**src/rtl/ext_in_mailbox.sv**
```systemverilog
// Mailbox that queues producer words and hands them one at a time to the pico core as it waits for an interrupt.
// Latency: ext_data_o and ext_int_o update one cycle after wfi is seen in IDLE with data queued; a push into an empty FIFO takes 2 cycles.
// Backpressure: in_ready_o drops only while the FIFO is full; a pop in that cycle reopens it on the next cycle.
module ext_in_mailbox #(
    parameter int N     = 16,
    parameter int DEPTH = 8
) (
    input  logic                     clk_i,
    input  logic                     rst_i,
    input  logic [N-1:0]             in_data_i,
    input  logic                     in_valid_i,
    output logic                     in_ready_o,
    output logic [N-1:0]             ext_data_o,
    output logic                     ext_int_o,
    input  logic                     wfi_i,
    input  logic                     halt_i,
    output logic [$clog2(DEPTH):0]   count_o
);

    localparam int AW = $clog2(DEPTH);
    localparam int CW = AW + 1;

    typedef enum logic [1:0] {
        S_IDLE  = 2'd0,
        S_PULSE = 2'd1,
        S_WAKE  = 2'd2
    } state_t;

    state_t          r_state;
    state_t          w_state_nxt;
    logic [N-1:0]    r_mem [DEPTH];
    logic [AW-1:0]   r_wr_ptr;
    logic [AW-1:0]   r_rd_ptr;
    logic [CW-1:0]   r_count;
    logic [N-1:0]    r_ext_data;
    logic            w_push;
    logic            w_pop;

    assign in_ready_o = (r_count != CW'(DEPTH));
    assign w_push     = in_valid_i && in_ready_o;
    assign count_o    = r_count;
    assign ext_data_o = r_ext_data;
    assign ext_int_o  = (r_state == S_PULSE);

    always_comb begin
        w_state_nxt = r_state;
        w_pop       = 1'b0;
        case (r_state)
            S_IDLE: begin
                if (wfi_i && !halt_i && (r_count != '0)) begin
                    w_pop       = 1'b1;
                    w_state_nxt = S_PULSE;
                end
            end
            S_PULSE: w_state_nxt = S_WAKE;
            // Returning to IDLE here means the earliest next pop is one cycle later,
            // so ext_int_o always has a low cycle between pulses.
            S_WAKE: begin
                if (!wfi_i || halt_i) begin
                    w_state_nxt = S_IDLE;
                end
            end
            default: w_state_nxt = S_IDLE;
        endcase
    end

    always_ff @(posedge clk_i) begin
        if (rst_i) begin
            r_state    <= S_IDLE;
            r_wr_ptr   <= '0;
            r_rd_ptr   <= '0;
            r_count    <= '0;
            r_ext_data <= '0;
        end else begin
            r_state <= w_state_nxt;
            if (w_push) begin
                r_wr_ptr <= r_wr_ptr + AW'(1);
            end
            if (w_pop) begin
                r_rd_ptr   <= r_rd_ptr + AW'(1);
                r_ext_data <= r_mem[r_rd_ptr];
            end
            case ({w_push, w_pop})
                2'b10:   r_count <= r_count + CW'(1);
                2'b01:   r_count <= r_count - CW'(1);
                default: r_count <= r_count;
            endcase
        end
    end

    // Storage needs no reset: occupancy and pointers decide what is valid.
    always_ff @(posedge clk_i) begin
        if (w_push) begin
            r_mem[r_wr_ptr] <= in_data_i;
        end
    end

endmodule
```
**config.mk**
```make
export PLATFORM = sky130hd
export DESIGN_NAME = ext_in_mailbox
export DESIGN_NICKNAME = d
export VERILOG_FILES = /design/src/rtl/ext_in_mailbox.sv
export SDC_FILE = /design/constraint.sdc
export NUM_CORES = 1
export LEC_CHECK = 0
export CAP_MARGIN = 20
export CORE_ASPECT_RATIO = 0.7
export CORE_MARGIN = 5
export CORE_UTILIZATION = 45
export DETAILED_ROUTE_END_ITERATION = 16
export PLACE_DENSITY = 0.69
export SYNTH_ARGS = -nofsm -noshare
export SYNTH_HDL_FRONTEND = slang
export SYNTH_SLANG_ARGS = --single-unit
```
**constraint.sdc**
```tcl
create_clock -name clk_i -period 5.46 [get_ports clk_i]
set_input_delay 0.819 -clock clk_i [delete_from_list [all_inputs] [get_ports clk_i]]
set_output_delay 0.819 -clock clk_i [all_outputs]
set_load 0.05 [all_outputs]
```
==> flow_summary.html <==
<table>
<tr><th>Metric</th><th>Value</th></tr>
<tr><th colspan="2">Critical path</th></tr>
<tr><td>Max stage delay on crit path</td><td>~0.75 ns</td></tr>
<tr><td>Crit-path slowest cell</td><td>sky130_fd_sc_hd__clkdlybuf4s50_1</td></tr>
<tr><td>WP data required</td><td>around 4.6 ns</td></tr>
<tr><td>Cell family with the largest share of critical-path delay</td><td>buffers and inverters</td></tr>
<tr><td>Source of the critical timing path</td><td>count_o[1]$_SDFFE_PP0P_</td></tr>
<tr><td>Cell count along the critical path</td><td>2</td></tr>
<tr><td>Max Fanout on Critical Path</td><td>9</td></tr>
<tr><td>Critical path type</td><td>flip-flop to output pin</td></tr>
<tr><td>Worst Setup End Kind</td><td>output pin</td></tr>
<tr><td>Worst path cell trace</td><td>or4b_1 &gt; clkdlybuf4s50_1</td></tr>
<tr><td>Worst path buffer plus inverter count</td><td>1</td></tr>
<tr><td>Type of origin of the critical path</td><td>flip-flop</td></tr>
<tr><td>FF-to-FF Start</td><td>count_o[1]$_SDFFE_PP0P_</td></tr>
<tr><td>Slack of the worst reg-to-reg path</td><td>roughly 2.8 ns</td></tr>
<tr><td>Worst Path Arrival</td><td>2.20 ns</td></tr>
<tr><td>Worst Reg-to-Reg Cells</td><td>9</td></tr>
<tr><th colspan="2">Floorplan</th></tr>
<tr><td>Die height</td><td>~110 µm</td></tr>
<tr><td>Placement Rows</td><td>35</td></tr>
<tr><td>Core area</td><td>roughly 13000 µm²</td></tr>
<tr><td>Effective utilization at floorplan</td><td>around 46%</td></tr>
<tr><td>Floorplan die width</td><td>roughly 150 µm</td></tr>
<tr><td>Total Die Area</td><td>16000 µm²</td></tr>
<tr><td>Number of placed I/O pins</td><td>43</td></tr>
<tr><th colspan="2">Timing</th></tr>
<tr><td>Final-layout setup total negative slack</td><td>0 ns</td></tr>
<tr><td>Final Hold Violating Endpoints</td><td>0</td></tr>
<tr><td>Post-layout min period</td><td>~3 ns</td></tr>
<tr><td>Fraction of the cycle the final worst path needs</td><td>55.2%</td></tr>
<tr><td>Largest clock skew in the final design</td><td>between 0.006 and 0.007 ns</td></tr>
<tr><td>Worst slew slack as a fraction of its limit</td><td>28.6%</td></tr>
<tr><td>Setup repair after global routing missed its margin</td><td>false</td></tr>
<tr><td>Pins over their slew limit</td><td>0</td></tr>
<tr><td>Fin worst setup slack</td><td>approximately 2.4 ns</td></tr>
<tr><td>Slew at the pin closest to its max-slew limit</td><td>1.07 ns</td></tr>
<tr><td>Maximum frequency from static timing analysis</td><td>between 300 and 400 MHz</td></tr>
<tr><td>Count of final setup violators</td><td>0</td></tr>
<tr><td>Hold Slack</td><td>0.474 ns</td></tr>
<tr><th colspan="2">Clock network</th></tr>
<tr><td>H-tree Lvls</td><td>4</td></tr>
<tr><td>Root buffer cell</td><td>sky130_fd_sc_hd__clkbuf_16</td></tr>
<tr><td>Clock-pin slew on the worst setup and hold paths</td><td>about 0.060 ns</td></tr>
<tr><td>Number of setup buffers added after CTS</td><td>0</td></tr>
<tr><td>CTS buffer count</td><td>17</td></tr>
<tr><td>Clock Path Buffers</td><td>2</td></tr>
<tr><td>CTS Hold Buffers Added</td><td>0</td></tr>
<tr><td>Skew-Pair Late Insertion Delay</td><td>0.41 ns</td></tr>
<tr><td>Clock tree from TritonCTS</td><td>yes</td></tr>
<tr><td>Number of sinks driven by the clock tree</td><td>between 150 and 200</td></tr>
<tr><td>Total of cells resized after clock tree synthesis</td><td>0</td></tr>
<tr><th colspan="2">GRT</th></tr>
<tr><td>All-Layer GR Usage</td><td>around 15%</td></tr>
<tr><td>Number of antenna violations at the first check in global routing</td><td>0</td></tr>
<tr><td>Grt ovf</td><td>0</td></tr>
<tr><td>Pin count of the biggest net entering global routing</td><td>35</td></tr>
<tr><td>Via count of the first global-routing pass</td><td>slightly above 3000</td></tr>
<tr><td>First-pass GRT wire length</td><td>about 18000 µm</td></tr>
<tr><th colspan="2">Yosys</th></tr>
<tr><td>Post-synth EDFFs</td><td>around 130</td></tr>
<tr><td>Synth Area in Adders</td><td>~1.0%</td></tr>
<tr><td>Area share of and/or/nand/nor cells after synthesis</td><td>between 3 and 4%</td></tr>
<tr><td>Avg Cell Area, Syn</td><td>20.3 µm²</td></tr>
<tr><td>Gate Count Post-Synth</td><td>~300</td></tr>
<tr><td>Area fraction in compound gates after synthesis</td><td>under 10%</td></tr>
<tr><td>Main combinational cell family by area after synthesis</td><td>multiplexers</td></tr>
<tr><td>Register bit total from synthesis</td><td>around 160</td></tr>
<tr><td>Yosys warns</td><td>0</td></tr>
<tr><td>Asr flop ratio synth</td><td>0%</td></tr>
<tr><td>Biggest area consumer among synthesized cells</td><td>sky130_fd_sc_hd__edfxtp_1</td></tr>
<tr><td>Count of cell types in the netlist</td><td>34</td></tr>
<tr><td>Post-synthesis instance area</td><td>just over 6000 µm²</td></tr>
<tr><td>Post-synthesis sequential area ratio</td><td>72.2%</td></tr>
<tr><td>Multiplexer fraction of the synthesized cell area</td><td>between 15 and 20%</td></tr>
<tr><td>Share of Yosys cell area claimed by the top area cell type</td><td>between 60 and 70%</td></tr>
<tr><td>Post-Synth XOR/XNOR Area</td><td>less than 1%</td></tr>
<tr><td>Syn_nets</td><td>approximately 330</td></tr>
<tr><td>Most used flip-flop cell after synthesis</td><td>sky130_fd_sc_hd__edfxtp_1</td></tr>
<tr><td>Top cells by area in the synthesized netlist</td><td>sky130_fd_sc_hd__edfxtp_1, sky130_fd_sc_hd__mux4_1, sky130_fd_sc_hd__dfxtp_1</td></tr>
<tr><th colspan="2">Drt</th></tr>
<tr><td>Number of DRC markers after the initial detailed-route iteration</td><td>approximately 230</td></tr>
<tr><td>Post-DR vias/cell</td><td>roughly 5.3</td></tr>
<tr><td>Routed Wire Length</td><td>between 10000 and 15000 µm</td></tr>
<tr><td>ANT nets after route</td><td>0</td></tr>
<tr><td>Detailed Routing Iterations Pass 1</td><td>4</td></tr>
<tr><td>Total via count in the routed design</td><td>between 2000 and 3000</td></tr>
<tr><td>Avg WL per Cell</td><td>20.3 µm</td></tr>
<tr><td>Count of unresolved DRC violations after routing</td><td>0</td></tr>
<tr><th colspan="2">Finish</th></tr>
<tr><td>Syn-to-layout area delta</td><td>19.8%</td></tr>
<tr><td>Cell Count, Final, Fillers Out</td><td>~550</td></tr>
<tr><td>Final Util</td><td>between 50% and 60%</td></tr>
<tr><td>Commonest cells after routing, fill and taps aside</td><td>sky130_fd_sc_hd__edfxtp_1, sky130_fd_sc_hd__clkdlybuf4s50_1, sky130_fd_sc_hd__mux4_1, sky130_fd_sc_hd__dfxtp_1, sky130_fd_sc_hd__clkbuf_16</td></tr>
<tr><td>Non-Filler Cell Area, Final</td><td>roughly 7300 µm²</td></tr>
<tr><td>Antenna cells</td><td>0</td></tr>
<tr><td>Net total in the final layout</td><td>380</td></tr>
<tr><td>Proportion of layout cells with a drive suffix above 1</td><td>approximately 19%</td></tr>
<tr><td>Number of fill cells</td><td>~1000</td></tr>
<tr><td>Leading cell type in the layout, fill and taps excluded</td><td>sky130_fd_sc_hd__edfxtp_1</td></tr>
<tr><th colspan="2">Power</th></tr>
<tr><td>Power Total</td><td>2.86 mW</td></tr>
<tr><td>Worst-case vdd ir drop</td><td>about 0.00022 V</td></tr>
<tr><td>Static Leakage</td><td>roughly 2.4 nW</td></tr>
<tr><td>Power density normalized to cell area</td><td>around 390 nW/µm²</td></tr>
<tr><th colspan="2">Placed design</th></tr>
<tr><td>Inst Count DP</td><td>between 500 and 600</td></tr>
<tr><td>Worst slack at placement</td><td>roughly 2.3 ns</td></tr>
<tr><td>Weighted congestion at the end of routability-driven global placement</td><td>slightly below 0.7</td></tr>
<tr><td>Post-detailed-placement cell area</td><td>about 6700 µm²</td></tr>
<tr><td>Buffers on Ports</td><td>42</td></tr>
<tr><td>HPWL Detailed</td><td>between 6000 and 7000 µm</td></tr>
<tr><th colspan="2">Job</th></tr>
<tr><td>Maximum Capacitance Violations</td><td>0</td></tr>
<tr><th colspan="2">Worst hold path</th></tr>
<tr><td>Worst min path class</td><td>flip-flop to flip-flop</td></tr>
<tr><td>Hold_sp</td><td>ext_data_o[4]$_SDFFE_PP0P_</td></tr>
<tr><td>Worst hold stages</td><td>1</td></tr>
<tr><th colspan="2">Run status</th></tr>
<tr><td>Result of the run</td><td>completed</td></tr>
</table>
-- synthesized netlist by cell type, types with 2 or more instances --
| cell type | instances |
|---|---|
| sky130_fd_sc_hd__nor4bb_1 | 2 |
| sky130_fd_sc_hd__mux2_2 | 16 |
| sky130_fd_sc_hd__buf_12 | 3 |
| sky130_fd_sc_hd__nor3_1 | 4 |
| sky130_fd_sc_hd__dfxtp_1 | 28 |
| sky130_fd_sc_hd__mux4_1 | 26 |
| sky130_fd_sc_hd__buf_2 | 4 |
| sky130_fd_sc_hd__nor2b_1 | 4 |
| sky130_fd_sc_hd__a22o_1 | 16 |
| sky130_fd_sc_hd__ha_1 | 5 |
| sky130_fd_sc_hd__a21oi_1 | 4 |
| sky130_fd_sc_hd__nand2_1 | 3 |
| sky130_fd_sc_hd__mux4_2 | 6 |
| sky130_fd_sc_hd__xor2_1 | 5 |
| sky130_fd_sc_hd__o21ai_0 | 2 |
| sky130_fd_sc_hd__buf_6 | 3 |
| sky130_fd_sc_hd__nand3_1 | 3 |
| sky130_fd_sc_hd__nand2b_1 | 3 |
| sky130_fd_sc_hd__edfxtp_1 | 128 |
| sky130_fd_sc_hd__clkbuf_1 | 8 |
| sky130_fd_sc_hd__nor4_1 | 2 |
| sky130_fd_sc_hd__nor2_1 | 13 |
| sky130_fd_sc_hd__mux2i_1 | 2 |
-- final cells by class --
type	count	area (µm²)	area share, %
clock inverter	15	149	2.04
multi-input combinational	127	1580	21.7
timing repair buffer	52	508	6.95
tap	185	231	3.17
clock buffer	17	425	5.82
sequential	156	4410	60.3
-- power by group --
group / internal (mW) / leakage (nW) / switching (mW)
logic: 0.163 / 0.744 / 0.196
registers: 1.34 / 1.39 / 0.0366
clock network: 0.671 / 0.274 / 0.452
total: 2.18 / 2.41 / 0.685
-- logic make-up (layout without fill, tap and decap cells) --
logic type,Yosys count,count (layout)
xor gates and xnor gates,6,6
muxes,51,51
DFF,156,156
buffers and inverters,18,84
adders and majority gates,5,5
AOI/OAI and AO/OA,26,26
and+or+nand+nor,39,39
-- worst reg2reg max path, stage by stage, from the launching register on --
cell	delay (ns)
sky130_fd_sc_hd__dfxtp_1	0.39
sky130_fd_sc_hd__or4b_1	0.65
sky130_fd_sc_hd__nand2_2	0.25
sky130_fd_sc_hd__ha_1	0.30
sky130_fd_sc_hd__xor2_1	0.18
sky130_fd_sc_hd__ha_1	0.16
sky130_fd_sc_hd__a21oi_1	0.05
sky130_fd_sc_hd__xor2_1	0.18
sky130_fd_sc_hd__or3_1	0.32
sky130_fd_sc_hd__a21oi_1	0.15
-- final timing paths --
| check | to |
|---|---|
| setup / recovery | in_ready_o |
| setup reg to reg | count_o[2]$_SDFFE_PP0P_ |
| hold reg to reg | ext_data_o[4]$_SDFFE_PP0P_ |
| hold / removal | ext_data_o[4]$_SDFFE_PP0P_ |
-- sequential cells by signal (all words and copies together), names as in the netlist --
signal and flops:
r_wr_ptr 3, count_o 4, r_rd_ptr 3, r_state 2, r_mem 128, ext_data_o 16
-- layer usage --
metal / GRT usage [%] / up-vias / part of all wire [%]
li1: - / 1353 / -
met1: 20.9 / 1511 / 48
met2: 23.8 / 63 / 48
met3: 3.66 / 9 / 3.2
met4: 4.70 / 0 / 0.45
met5: 0 / - / 0
No activity file was read; power rests on OpenSTA's default activity.
